File: config.mk
export PLATFORM = sky130hd
export DESIGN_NAME = left_shifter
export DESIGN_NICKNAME = d
export VERILOG_FILES = /design/src/rtl/left_shifter.sv
export SDC_FILE = /design/constraint.sdc
export NUM_CORES = 1
export LEC_CHECK = 0
export CAP_MARGIN = 5
export CORE_ASPECT_RATIO = 0.8
export CORE_MARGIN = 1.5
export CORE_UTILIZATION = 35
export CTS_CLUSTER_SIZE = 20
export DETAILED_ROUTE_END_ITERATION = 8
export DONT_BUFFER_PORTS = 1
export HOLD_SLACK_MARGIN = 0.12
export PLACE_DENSITY_LB_ADDON = 0.25
export SYNTH_ARGS = -nofsm -noshare
export SYNTH_HDL_FRONTEND = slang
export SYNTH_SLANG_ARGS = --single-unit
File: constraint.sdc
create_clock -name clk -period 0.85 [get_ports clk]
set_input_delay 0.085 -clock clk [delete_from_list [all_inputs] [get_ports clk]]
set_output_delay 0.085 -clock clk [all_outputs]
set_load 0.05 [all_outputs]
File: src/rtl/left_shifter.sv
// Purpose : registered left shifter; zero-extends an 8-bit operand and shifts it by 0, 4 or 8 bits.
// Latency : 1 cycle; inputs sampled at a rising edge appear on shift_out right after that edge.
// Backpressure: none; a new result is loaded every cycle, with no enable or handshake.
//
// Ports:
//   clk         - sole clock, rising edge
//   rst         - synchronous active-high reset; clears shift_out to 0
//   inp         - 8-bit unsigned operand
//   shift_cntrl - shift select: 00 -> 0, 01 -> 4, 10 -> 8, 11 -> 0
//   shift_out   - 16-bit registered result
module left_shifter (
  input  logic        clk,
  input  logic        rst,
  input  logic [7:0]  inp,
  input  logic [1:0]  shift_cntrl,
  output logic [15:0] shift_out
);

  // Zero-extended operand. A shift of at most 8 keeps all 8 bits inside 16 bits.
  logic [15:0] inp_ext;
  logic [15:0] next_dat;

  assign inp_ext = {8'h00, inp};

  // Code 11 maps to no shift, like 00. The default arm covers X/Z on
  // shift_cntrl and makes sure next_dat is always assigned, so no latch is inferred.
  always_comb begin
    next_dat = inp_ext;
    case (shift_cntrl)
      2'b00:   next_dat = inp_ext;
      2'b01:   next_dat = {inp_ext[11:0], 4'h0};
      2'b10:   next_dat = {inp_ext[7:0], 8'h00};
      2'b11:   next_dat = inp_ext;
      default: next_dat = inp_ext;
    endcase
  end

  // Reset takes priority over the load. A result still pending when reset
  // arrives is dropped, because nothing is held across cycles.
  always_ff @(posedge clk) begin
    if (rst) begin
      shift_out <= 16'h0000;
    end else begin
      shift_out <= next_dat;
    end
  end

endmodule

# After elaboration in Yosys (flattened, before gate mapping)
# Index checks and enable logic that the tools add are counted.
# totals
ff_bits,16
latch_bits,0
mem_bits_rw,0
romBits,0
in_bits,12
out_inout_bits,16
word_cells,7
n_memories,0
# op_classes
n_addsub,0
multipliers,0
div,0
magnitude_cmp,0
n_eq_ne,3
shift,0
mux,1
bitwise,0
n_reduce_logical,2
# ops
op,n
$pmux 16 s3,1
$eq 2x2->1 const B,2
$eq 2x1->1 const B,1
$logic_not 2->1,1
$reduce_or 2->1,1

# Logic depth before layout (Yosys ltp)
# Gate-level depths: netlist of run 1.
# logic_depth
word_depth,3
depth_mapped,5
ltp_nobuf,4

# Worst setup path before layout of run 1
# Ideal clock, no wire load.
# synth_path
path_type,input to register
startpoint,input shift_cntrl[0]
endpoint,register shift_out[0]
arrival_ns,0.726
slack_ns,0.009
path_stages,4
n_path_buf,0
path_cell_list,inv_1 ha_1 nor2b_1 and2_1
# synth_via
elab_chain_len,3
elab_cells_between_ends,6
# synth_rtl
element,line_no,text
start: declaration,15,"input logic [1:0] shift_cntrl,"
$eq 2x2->1 or $logic_not 2->1 (tied branches),29,case (shift_cntrl)
$reduce_or 2->1 (no line),--,
$pmux 16 s3 (*),29,
end signal: assignment,44,shift_out <= next_dat;
end: declaration,16,output logic [15:0] shift_out
# Every way passes the cells marked *; elsewhere a longest branch is shown, timed or not.
# A chain may end at the register's enable or synchronous reset.

# Worst setup path after layout of run 1
# layout_path
startpoint,register shift_out[6]
endpoint,output shift_out[6]
# No word-level cell between the ends.

==> results.md, run 1 <==
* Average vias per placed instance at 4.467
* CTS hold repair buffers at 8
* Net Switching at 424.5 uW
* Top-level port count at 28
* Leftover overflow at the end of global routing at 0
* Vias in the first global route at about 410
* Initial Util at 0.3681
* Result of the run: finished, violations left
* Actual transition at the worst max-transition pin at approximately 410 ps
* Simple-Gate Fraction of Synth Area at 0.2708
* DRC errors left at 0
* Net count of the mapped netlist at between 70 and 80
* Terminating pin of the worst hold path: shift_out[10]
* Clock network fraction of total power at 0.292
* Logic pwr share at 0.210
* Maximum clock frequency at 1188 MHz
* Number of flip-flops in the largest register at 16
* Violation count after the first detailed-route iteration at 6
* Cell count after synthesis at 57
* Switching part of the total at 0.2613
* Setup repair bufs after CTS at 0
* Iteration count of the initial detailed-routing pass at 4
* Sum of net half-perimeters after detailed placement at 810.5 um
* Critical path's largest stage delay at about 340 ps
* Bufs and invs on worst path at 1
* Pleak at just over 0.0004 uW
* Placeable core region at 1594 um^2
* Crit Path Max Fanout at 1
* Area leader, netlist: dfxtp_1
* Synth Warn # at 0
* Class of the tightest hold or removal check: in -> reg
* Antenna diode count at 0
* Headroom to the max-slew limit at 0.7249
* Number of vias after detailed routing at 478
* Area share of fa/ha/maj cells after synthesis at 0.06397
* Post-layout utilization of the core at 0.5934
* Fraction of the mapped netlist area in compound gates at 0.06823
* Global router's overall resource usage at 0.1313
* Final hold vios at 8
* Root buffer cell: clkbuf_4
* RSZ-0062 raised after global routing: true
* Power per cell area at 1718 nW/um^2
* Register clock-pin slew on the reported worst setup and hold paths at 80 ps
* Required time at the worst-slack endpoint at around 760 ps
* Die Wd at just under 50 um
* Number of unique standard cell types used by synthesis at 10
* Cells taking the most area after synthesis: dfxtp_1, nand3b_1, and2_1, a21oi_1, ha_1
* CTS tree: yes
* Total number of clock tree sinks at 16
* Registers with the highest flip-flop counts: shift_out (16)
* Category of the worst setup path launch point: flop
* Level count of the clock H-tree at 1
* Fraction of registers with async set/reset at 0
* Cell area after technology mapping at 586.8 um^2
* Main combinational cell family by area after synthesis: simple AND/OR/NAND/NOR gates
* Cell family with most CP delay: flip-flops
* Final number of max-transition violations at 0
* Largest net degree at the start of global routing at 17
* Period Utilization, post-route at 0.9907
* Std cell rows at 13
* Number of flip-flops and latches in the synthesized netlist at 16
* Layout-stage area growth over the synthesis result at 61.19%
* Area share of xor/xnor cells in the synthesized design at 0
* Maximum buffer depth of the clock tree at 2
* Sequential area share after synthesis at 0.5458
* Kind of end point of the critical path: output port
* Arrival time of the worst setup path at ~760 ps
* Final critical path time including I/O delays and setup at ~840 ps
* Per-instance average area after synthesis at 10.29 um^2
* Hold Crit Depth at 1
* Vert. Die Dim at 39.63 um
* Primary FF master, synth: dfxtp_1
* Type of the worst setup path: reg -> out
* Cell with the largest stage delay on the worst path: dfxtp_2
* Post-Route WL at between 1000 and 1500 um
* Antenna Nets Post-Route at 0
* Sequential group share of total power at 0.498
* Final Wtd Congestion at 0.7594
* Routed wire length per instance at roughly 11 um
* Area share of the largest cell type after synthesis at 0.5458
* Count of input and output buffers at 0
* Most frequent cells after synthesis: dfxtp_1, a21oi_1, and2_1, nand2_1, nand3b_1
* Post-synth EDFFs at 0
* Reported max-cap violation count at 0
* Hold slack final at -144.3 ps
* Share of cell area taken by muxes after synthesis at 0
* Top-count cell post-synth: dfxtp_1
* Top reg by flops: shift_out
* Number of antenna violations at the first check in global routing at 0
* Design internal power at around 1200 uW
* Cells traversed along the worst timing path: buf_8
* Worst ir drop on vdd at roughly 770 uV
* Floorplan die area at 1933 um^2
* Fraction of layout instances using a drive strength above 1 at 0.4588
* Total clock buffers created by CTS at 3
* Global-route wire length before repair at ~1800 um
* Violated checks: hold timing
* Total number of nets in the final design at slightly above 100
* Worst hold path startpoint: rst
* Final setup fails at 0
[power groups by stage]
stage / Clock, uW / Sequential (uW) / Combinational [uW]
finish: 474 / 808 / 342
global route: 524 / 812 / 364
CTS: 489 / 806 / 332
detailed placement: 0 / 811 / 269
global placement: 0 / 810 / 267
floorplan: 0 / 935 / 82.7
[worst max-delay path by stage]
stage	from	end	slack, ps	depth (start not counted)
finish	shift_out[6]	shift_out[6]	8	1
global route	shift_out[7]	shift_out[7]	-30	1
CTS	shift_out[10]	shift_out[10]	-1	1
detailed placement	shift_cntrl[1]	shift_out[9]	-60	4
global placement	shift_cntrl[1]	shift_out[11]	-10	4
floorplan	shift_cntrl[0]	shift_out[0]	9	4
[cells in the final DEF, fill, tap and decap left out, drive strengths merged, types with 2 or more instances in the layout]
cell	Yosys	layout
dfxtp	16	16
a21oi	8	8
buf	2	18
clkbuf	0	4
dlygate4sd3	0	8
nand2	8	8
inv	2	2
nand3b	8	8
and2	8	8
ha	3	3
[routing by layer]
layer | wire length [um] | vias up | track usage
met5 | 0 | - | 0
met2 | 546 | 16 | 0.2123
met1 | 503 | 219 | 0.1475
met3 | 64 | 2 | 0.04198
li1 | - | 241 | -
met4 | 12 | 0 | 0.1071
[timing repair]
action,CTS,global route
endpoints found under the setup margin,16,16
cloned,0,0
pin swaps,0,0
resized for setup,32,6
endpoints found under the hold margin,16,16
[cell families after synthesis]
family | Yosys count
AO/OA/AOI/OAI | 8
adder cells (fa/ha/maj) | 3
buffers and inverters | 4
flip-flops | 16
AND/OR/NAND/NOR | 26
[per-stage QoR]
step / total power, uW / cell area [um^2] / worst slack [ps] / instances / TNS [ps]
after floorplan: 1018 / 586.8 / 9.122 / 57 / 0
after global placement: 1077 / 726.9 / -11.49 / 95 / -30.57
after detailed placement: 1080 / 726.9 / -61.45 / 95 / -409.4
after CTS: 1628 / 923.4 / -1.258 / 107 / -2.297
after global routing: 1700 / 945.9 / -26.94 / 107 / -311.3
final: 1625 / 945.9 / 7.933 / 107 / 0
[final cells by class]
type                       instances  area [um^2]
clock buffer                       4        36.28
tap                               22        27.53
timing repair buffer              26        297.8
multi-input combinational         37        236.5
sequential                        16        340.3
fill                             157        648.1
inverter                           2        7.507
(Power assumes the default switching activity.)
==> run 2: changes to the inputs <==
--- a/config.mk
+++ b/config.mk
@@ -6,6 +6,8 @@
 export NUM_CORES = 1
 export LEC_CHECK = 0
 export CAP_MARGIN = 5
+export CELL_PAD_IN_SITES_DETAIL_PLACEMENT = 0
+export CELL_PAD_IN_SITES_GLOBAL_PLACEMENT = 1
 export CORE_ASPECT_RATIO = 0.8
 export CORE_MARGIN = 1.5
 export CORE_UTILIZATION = 35
==> results.md, run 2 (synthesized netlist as in run 1, its figures left out) <==
* Arrival time of the worst setup path at 770 ps (about the same)
* Final Wtd Congestion at 0.6878 (-9.4%)
* Std cell rows at 13 (unchanged)
* Worst ir drop on vdd at 1106 uV (+44%)
* Vert. Die Dim at 39.63 um (unchanged)
* Global-route wire length before repair at 1890 um (+7.4%)
* Type of the worst setup path: reg -> out
* Violated checks: hold timing, setup timing
* RSZ-0062 raised after global routing: true
* Count of input and output buffers at 0 (unchanged)
* Class of the tightest hold or removal check: in -> reg
* Routed wire length per instance at 11.44 um (+8.5%)
* Reported max-cap violation count at 0 (unchanged)
* Bufs and invs on worst path at 1 (unchanged)
* Fraction of layout instances using a drive strength above 1 at 0.4588 (unchanged)
* Violation count after the first detailed-route iteration at 17 (+11)
* Final critical path time including I/O delays and setup at 857.7 ps (+15.66 ps)
* Placeable core region at 1594 um^2 (unchanged)
* Layout-stage area growth over the synthesis result at 62.47%
* Number of flip-flops in the largest register at 16 (unchanged)
* Crit Path Max Fanout at 1 (unchanged)
* Register clock-pin slew on the reported worst setup and hold paths at 90 ps (about the same)
* CTS hold repair buffers at 8 (unchanged)
* Iteration count of the initial detailed-routing pass at 4 (unchanged)
* Maximum buffer depth of the clock tree at 2 (unchanged)
* Largest net degree at the start of global routing at 17 (unchanged)
* DRC errors left at 0 (unchanged)
* Final hold vios at 8 (unchanged)
* Pleak at 0.0004044 uW (+0.57%)
* Headroom to the max-slew limit at 0.7306 (+0.005733)
* Top reg by flops: shift_out
* Post-route setup slack at -7.726 ps (-15.66 ps)
* Sum of net half-perimeters after detailed placement at 813.2 um (+0.33%)
* Result of the run: finished, violations left
* Level count of the clock H-tree at 1 (unchanged)
* Global router's overall resource usage at 0.1397 (+0.008394)
* Top-level port count at 28 (unchanged)
* Critical path's largest stage delay at 350 ps (about the same)
* Registers with the highest flip-flop counts: shift_out (16)
* Total number of nets in the final design at 101 (unchanged)
* Number of antenna violations at the first check in global routing at 0 (unchanged)
* Antenna Nets Post-Route at 0 (unchanged)
* Floorplan die area at 1933 um^2 (unchanged)
* Actual transition at the worst max-transition pin at 404.1 ps (-8.600 ps)
* Final setup fails at 3 (+3)
* Post-layout utilization of the core at 0.5981 (+0.004709)
* Cells traversed along the worst timing path: buf_8
* Hold slack final at -154.0 ps (-9.695 ps)
* Die Wd at 48.78 um (unchanged)
* Root buffer cell: clkbuf_4
* Total number of clock tree sinks at 16 (unchanged)
* Vias in the first global route at 440 (+6.5%)
* Kind of end point of the critical path: output port
* Required time at the worst-slack endpoint at 760 ps (about the same)
* Period Utilization, post-route at 1.009 (+0.01842)
* Leftover overflow at the end of global routing at 0 (unchanged)
* Maximum clock frequency at 1166 MHz (-1.8%)
* Category of the worst setup path launch point: flop
* Most common library cell in the layout ignoring fill and taps: dfxtp_2
* Final number of max-transition violations at 0 (unchanged)
* Number of vias after detailed routing at 485 (+1.5%)
* Average vias per placed instance at 4.533 (+1.5%)
* Cell with the largest stage delay on the worst path: dfxtp_2
* Total clock buffers created by CTS at 3 (unchanged)
* Post-Route WL at 1224 um (+8.5%)
* Antenna diode count at 0 (unchanged)
* Power per cell area at 1727 nW/um^2 (+0.58%)
* Cell family with most CP delay: flip-flops
* Initial Util at 0.3681 (unchanged)
* Filler cell count in the final layout at 164 (+4.5%)
* CTS tree: yes
* Overall Power at 1647 uW (+1.4%)
==> run 2: area by class of cell <==
| class | count | area, um^2 | area share |
|---|---|---|---|
| Sequential cell | 16 | 340.3 | 0.3570 |
| Timing Repair Buffer | 26 | 305.3 | 0.3202 |
| Multi-Input combinational cell | 37 | 236.5 | 0.2480 |
| Clock buffer | 4 | 36.28 | 0.03806 |
| Tap cell | 22 | 27.53 | 0.02887 |
| Inverter | 2 | 7.507 | 0.007874 |
==> run 2: timing repair <==
action                                  CTS  global route
hold endpoints to repair                 16            16
gates resized for setup                  35             5
cloned                                    0             0
endpoints found under the setup margin   16            16
setup buffers                             0             0
==> run 2: metal layers <==
layer / wire length [um] / vias up / GRT usage
met5: 0 / - / 0
met4: 12 / 0 / 0.04286
met3: 114 / 2 / 0.08397
met2: 600 / 22 / 0.2295
met1: 496 / 219 / 0.1537
li1: - / 242 / -
==> run 2: worst paths after layout <==
| path | start | to | slack [ps] | cells past startpoint |
|---|---|---|---|---|
| min | rst | shift_out[6] | -150 | 1 |
| max | shift_out[4] | shift_out[4] | -8 | 1 |
==> run 2: report_power, final <==
group	switching (uW)	internal, uW
Clock	227	261
Combinational	196	154
Sequential	19.0	791
Total	441	1210
==> run 2: metrics by stage <==
stage	setup TNS [ps]	setup WS (ps)	cells	hold WS, ps	area (um^2)
floorplan	0	9.122	57	206.7	586.8
global placement	-94.05	-15.58	95	156.2	726.9
detailed placement	-223.8	-36.91	95	157.1	726.9
CTS	-160.3	-29.90	107	-170.5	934.6
global route	-612.2	-50.96	107	-181.4	953.4
finish	-13.75	-7.726	107	-154.0	953.4
==> run 3: changes to the inputs <==
--- a/config.mk
+++ b/config.mk
@@ -5,6 +5,7 @@
 export SDC_FILE = /design/constraint.sdc
 export NUM_CORES = 1
 export LEC_CHECK = 0
+export ABC_AREA = 1
 export CAP_MARGIN = 5
 export CELL_PAD_IN_SITES_DETAIL_PLACEMENT = 0
 export CELL_PAD_IN_SITES_GLOBAL_PLACEMENT = 1
@@ -15,7 +16,9 @@
 export DETAILED_ROUTE_END_ITERATION = 8
 export DONT_BUFFER_PORTS = 1
 export HOLD_SLACK_MARGIN = 0.12
+export MAX_ROUTING_LAYER = met4
 export PLACE_DENSITY_LB_ADDON = 0.25
+export REMOVE_ABC_BUFFERS = 1
 export SYNTH_ARGS = -nofsm -noshare
 export SYNTH_HDL_FRONTEND = slang
 export SYNTH_SLANG_ARGS = --single-unit
==> results.md, run 3 <==
* Power per cell area at 1633 nW/um^2 (-5.5%)
* Crit Path Max Fanout at 1 (unchanged)
* DRC errors left at 0 (unchanged)
* Sum of net half-perimeters after detailed placement at 863.3 um (+6.2%)
* Arrival time of the worst setup path at 780 ps (about the same)
* Cell area after technology mapping at 670.6 um^2 (+14%)
* Cells traversed along the worst timing path: buf_6
* Result of the run: finished, violations left
* Leftover overflow at the end of global routing at 0 (unchanged)
* Final Wtd Congestion at 0.7224 (+5.0%)
* RSZ-0062 raised after global routing: true
* Antenna diode count at 0 (unchanged)
* Number of flip-flops in the largest register at 16 (unchanged)
* Kind of end point of the critical path: output port
* Area share of the largest cell type after synthesis at 0.4776 (-0.06823)
* Count of input and output buffers at 0 (unchanged)
* Top-count cell post-synth: nand2_1
* Final number of max-transition violations at 0 (unchanged)
* Floorplan die area at 2189 um^2 (+13%)
* Reported max-cap violation count at 0 (unchanged)
* Most common library cell in the layout ignoring fill and taps: nand2_1
* CTS tree: yes
* Pleak at 0.0005336 uW (+32%)
* Actual transition at the worst max-transition pin at 447.0 ps (+42.99 ps)
* Final hold vios at 0 (-8)
* Vias in the first global route at 507 (+15%)
* Root buffer cell: clkbuf_4
* Global router's overall resource usage at 0.1298 (-0.009815)
* Cell family with most CP delay: flip-flops
* Headroom to the max-slew limit at 0.7020 (-0.02866)
* Terminating pin of the worst hold path: shift_out[2]
* Fraction of registers with async set/reset at 0 (unchanged)
* Class of the tightest hold or removal check: in -> reg
* Setup repair bufs after CTS at 0 (unchanged)
* Cell count after synthesis at 83 (+46%)
* Final non-filler cell area at 1054 um^2 (+10%)
* Post-Route WL at 1291 um (+5.5%)
* Violation count after the first detailed-route iteration at 3 (-14)
* Global-route wire length before repair at 2035 um (+7.7%)
* Worst hold path startpoint: shift_cntrl[1]
* Type of the worst setup path: reg -> out
* Number of unique standard cell types used by synthesis at 10 (unchanged)
* Per-instance average area after synthesis at 8.080 um^2 (-22%)
* Total number of nets in the final design at 126 (+25%)
* Fraction of layout instances using a drive strength above 1 at 0.4727 (+0.01390)
* Total number of clock tree sinks at 16 (unchanged)
* Most frequent cells after synthesis: nand2_1, dfxtp_1, inv_1
* Antenna Nets Post-Route at 0 (unchanged)
* Average vias per placed instance at 4.152 (-8.4%)
* Violated checks: setup timing
* Maximum clock frequency at 1160 MHz (-0.53%)
* Critical Path Stages at 1 (unchanged)
* Post-synth EDFFs at 0 (unchanged)
* Number of vias after detailed routing at 548 (+13%)
* Post-route setup slack at -12.29 ps (-4.569 ps)
* Synth Warn # at 0 (unchanged)
* TNS Setup at -53.65 ps (-39.90 ps)
* Std cell rows at 13 (unchanged)
* Category of the worst setup path launch point: flop
* Level count of the clock H-tree at 1 (unchanged)
* Placeable core region at 1708 um^2 (+7.1%)
* Iteration count of the initial detailed-routing pass at 3 (-1)
* Critical path's largest stage delay at 340 ps (about the same)
* Number of antenna violations at the first check in global routing at 0 (unchanged)
* Final setup fails at 12 (+9)
* Routed wire length per instance at 9.780 um (-15%)
* Required time at the worst-slack endpoint at 760 ps (about the same)
* Die Wd at 51.94 um (+6.5%)
* Worst ir drop on vdd at 723.6 uV (-35%)
* Number of flip-flops and latches in the synthesized netlist at 16 (unchanged)
* Final critical path time including I/O delays and setup at 862.3 ps (+4.569 ps)
* Maximum buffer depth of the clock tree at 2 (unchanged)
* Most used cells in the layout excluding fill and tap cells: nand2_1, dfxtp_2, inv_1, buf_8
* Layout-stage area growth over the synthesis result at 57.09%
* Registers with the highest flip-flop counts: shift_out (16)
* Primary FF master, synth: dfxtp_1
* Top-level port count at 28 (unchanged)
* Cell with the largest stage delay on the worst path: dfxtp_2
* Top reg by flops: shift_out
* Post-place instance area at 795.8 um^2 (+9.5%)
* Area leader, netlist: dfxtp_1
* Period Utilization, post-route at 1.014 (+0.005375)
* Cells taking the most area after synthesis: dfxtp_1, nand2_1, nor2_4, inv_1, ha_1
* Initial Util at 0.3927 (+0.02454)
* Sequential area share after synthesis at 0.4776 (-0.06823)
* Total clock buffers created by CTS at 3 (unchanged)
* Largest net degree at the start of global routing at 11 (-6)
* Bufs and invs on worst path at 1 (unchanged)
* Hold Crit Depth at 3 (+2)
* Register clock-pin slew on the reported worst setup and hold paths at 100 ps (about the same)
* Vert. Die Dim at 42.15 um (+6.4%)
run 3: timing repair:
action | CTS | global route
hold buffers | 9 | 0
resized for setup | 34 | 12
pin swaps | 0 | 0
endpoints found under the setup margin | 16 | 18
endpoints found under the hold margin | 16 | 0
run 3: cell families after synthesis:
logic type,after synthesis,share of synthesized area
flops,16,0.4776
simple gates,44,0.3321
buf+inv,20,0.1343
fa+ha+maj,3,0.05598
run 3: cell type report:
class                   instances  area [um^2]
clock buffers                   4        36.28
multi-input cells              47        260.3
flip-flops and latches         16        340.3
repair buffers                 25        321.6
well taps                      22        27.53
inverters                      18        67.56
fillers                       161        654.4
run 3: worst max path at each step:
stage | to | from | slack [ps]
4_1_cts | shift_out[6] | shift_out[6] | -20
3_5_place_dp | shift_out[4] | shift_cntrl[1] | -60
3_3_place_gp | shift_out[4] | shift_cntrl[1] | -30
6_report | shift_out[10] | shift_out[10] | -10
2_1_floorplan | shift_out[4] | shift_cntrl[1] | 50
5_1_grt | shift_out[13] | shift_out[13] | -40
run 3: tightest hold or removal path, cell delays in order:
cell and delay (ps):
ha_1 140, nand2_2 90, nor2_1 80
run 3: report_power, final:
part	leakage [uW]	switching (uW)	internal, uW	total (uW)
registers	0.000138	20.9	793	814
clock network	0.0000210	253	261	513
logic	0.000375	232	162	393
run 3: stage by stage:
stage	std cells	hold slack, ps	setup WS [ps]	power (uW)	utilization
finish	132	143.0	-12.29	1720	0.6169
global route	132	165.8	-41.57	1795	0.6169
CTS	132	146.5	-20.76	1711	0.5912
detailed placement	119	219.9	-60.21	1125	0.4659
global placement	119	218.5	-31.28	1124	0.4659
floorplan	81	210.5	47.53	1050	-
run 3: routing by layer:
metal  vias up  GRT usage  share of wire
met4         0    0.07895         0.0093
met3         2    0.03214          0.043
li1        286          -              -
met1       245     0.1482           0.42
met2        15     0.2025           0.53
met5         -          -              0
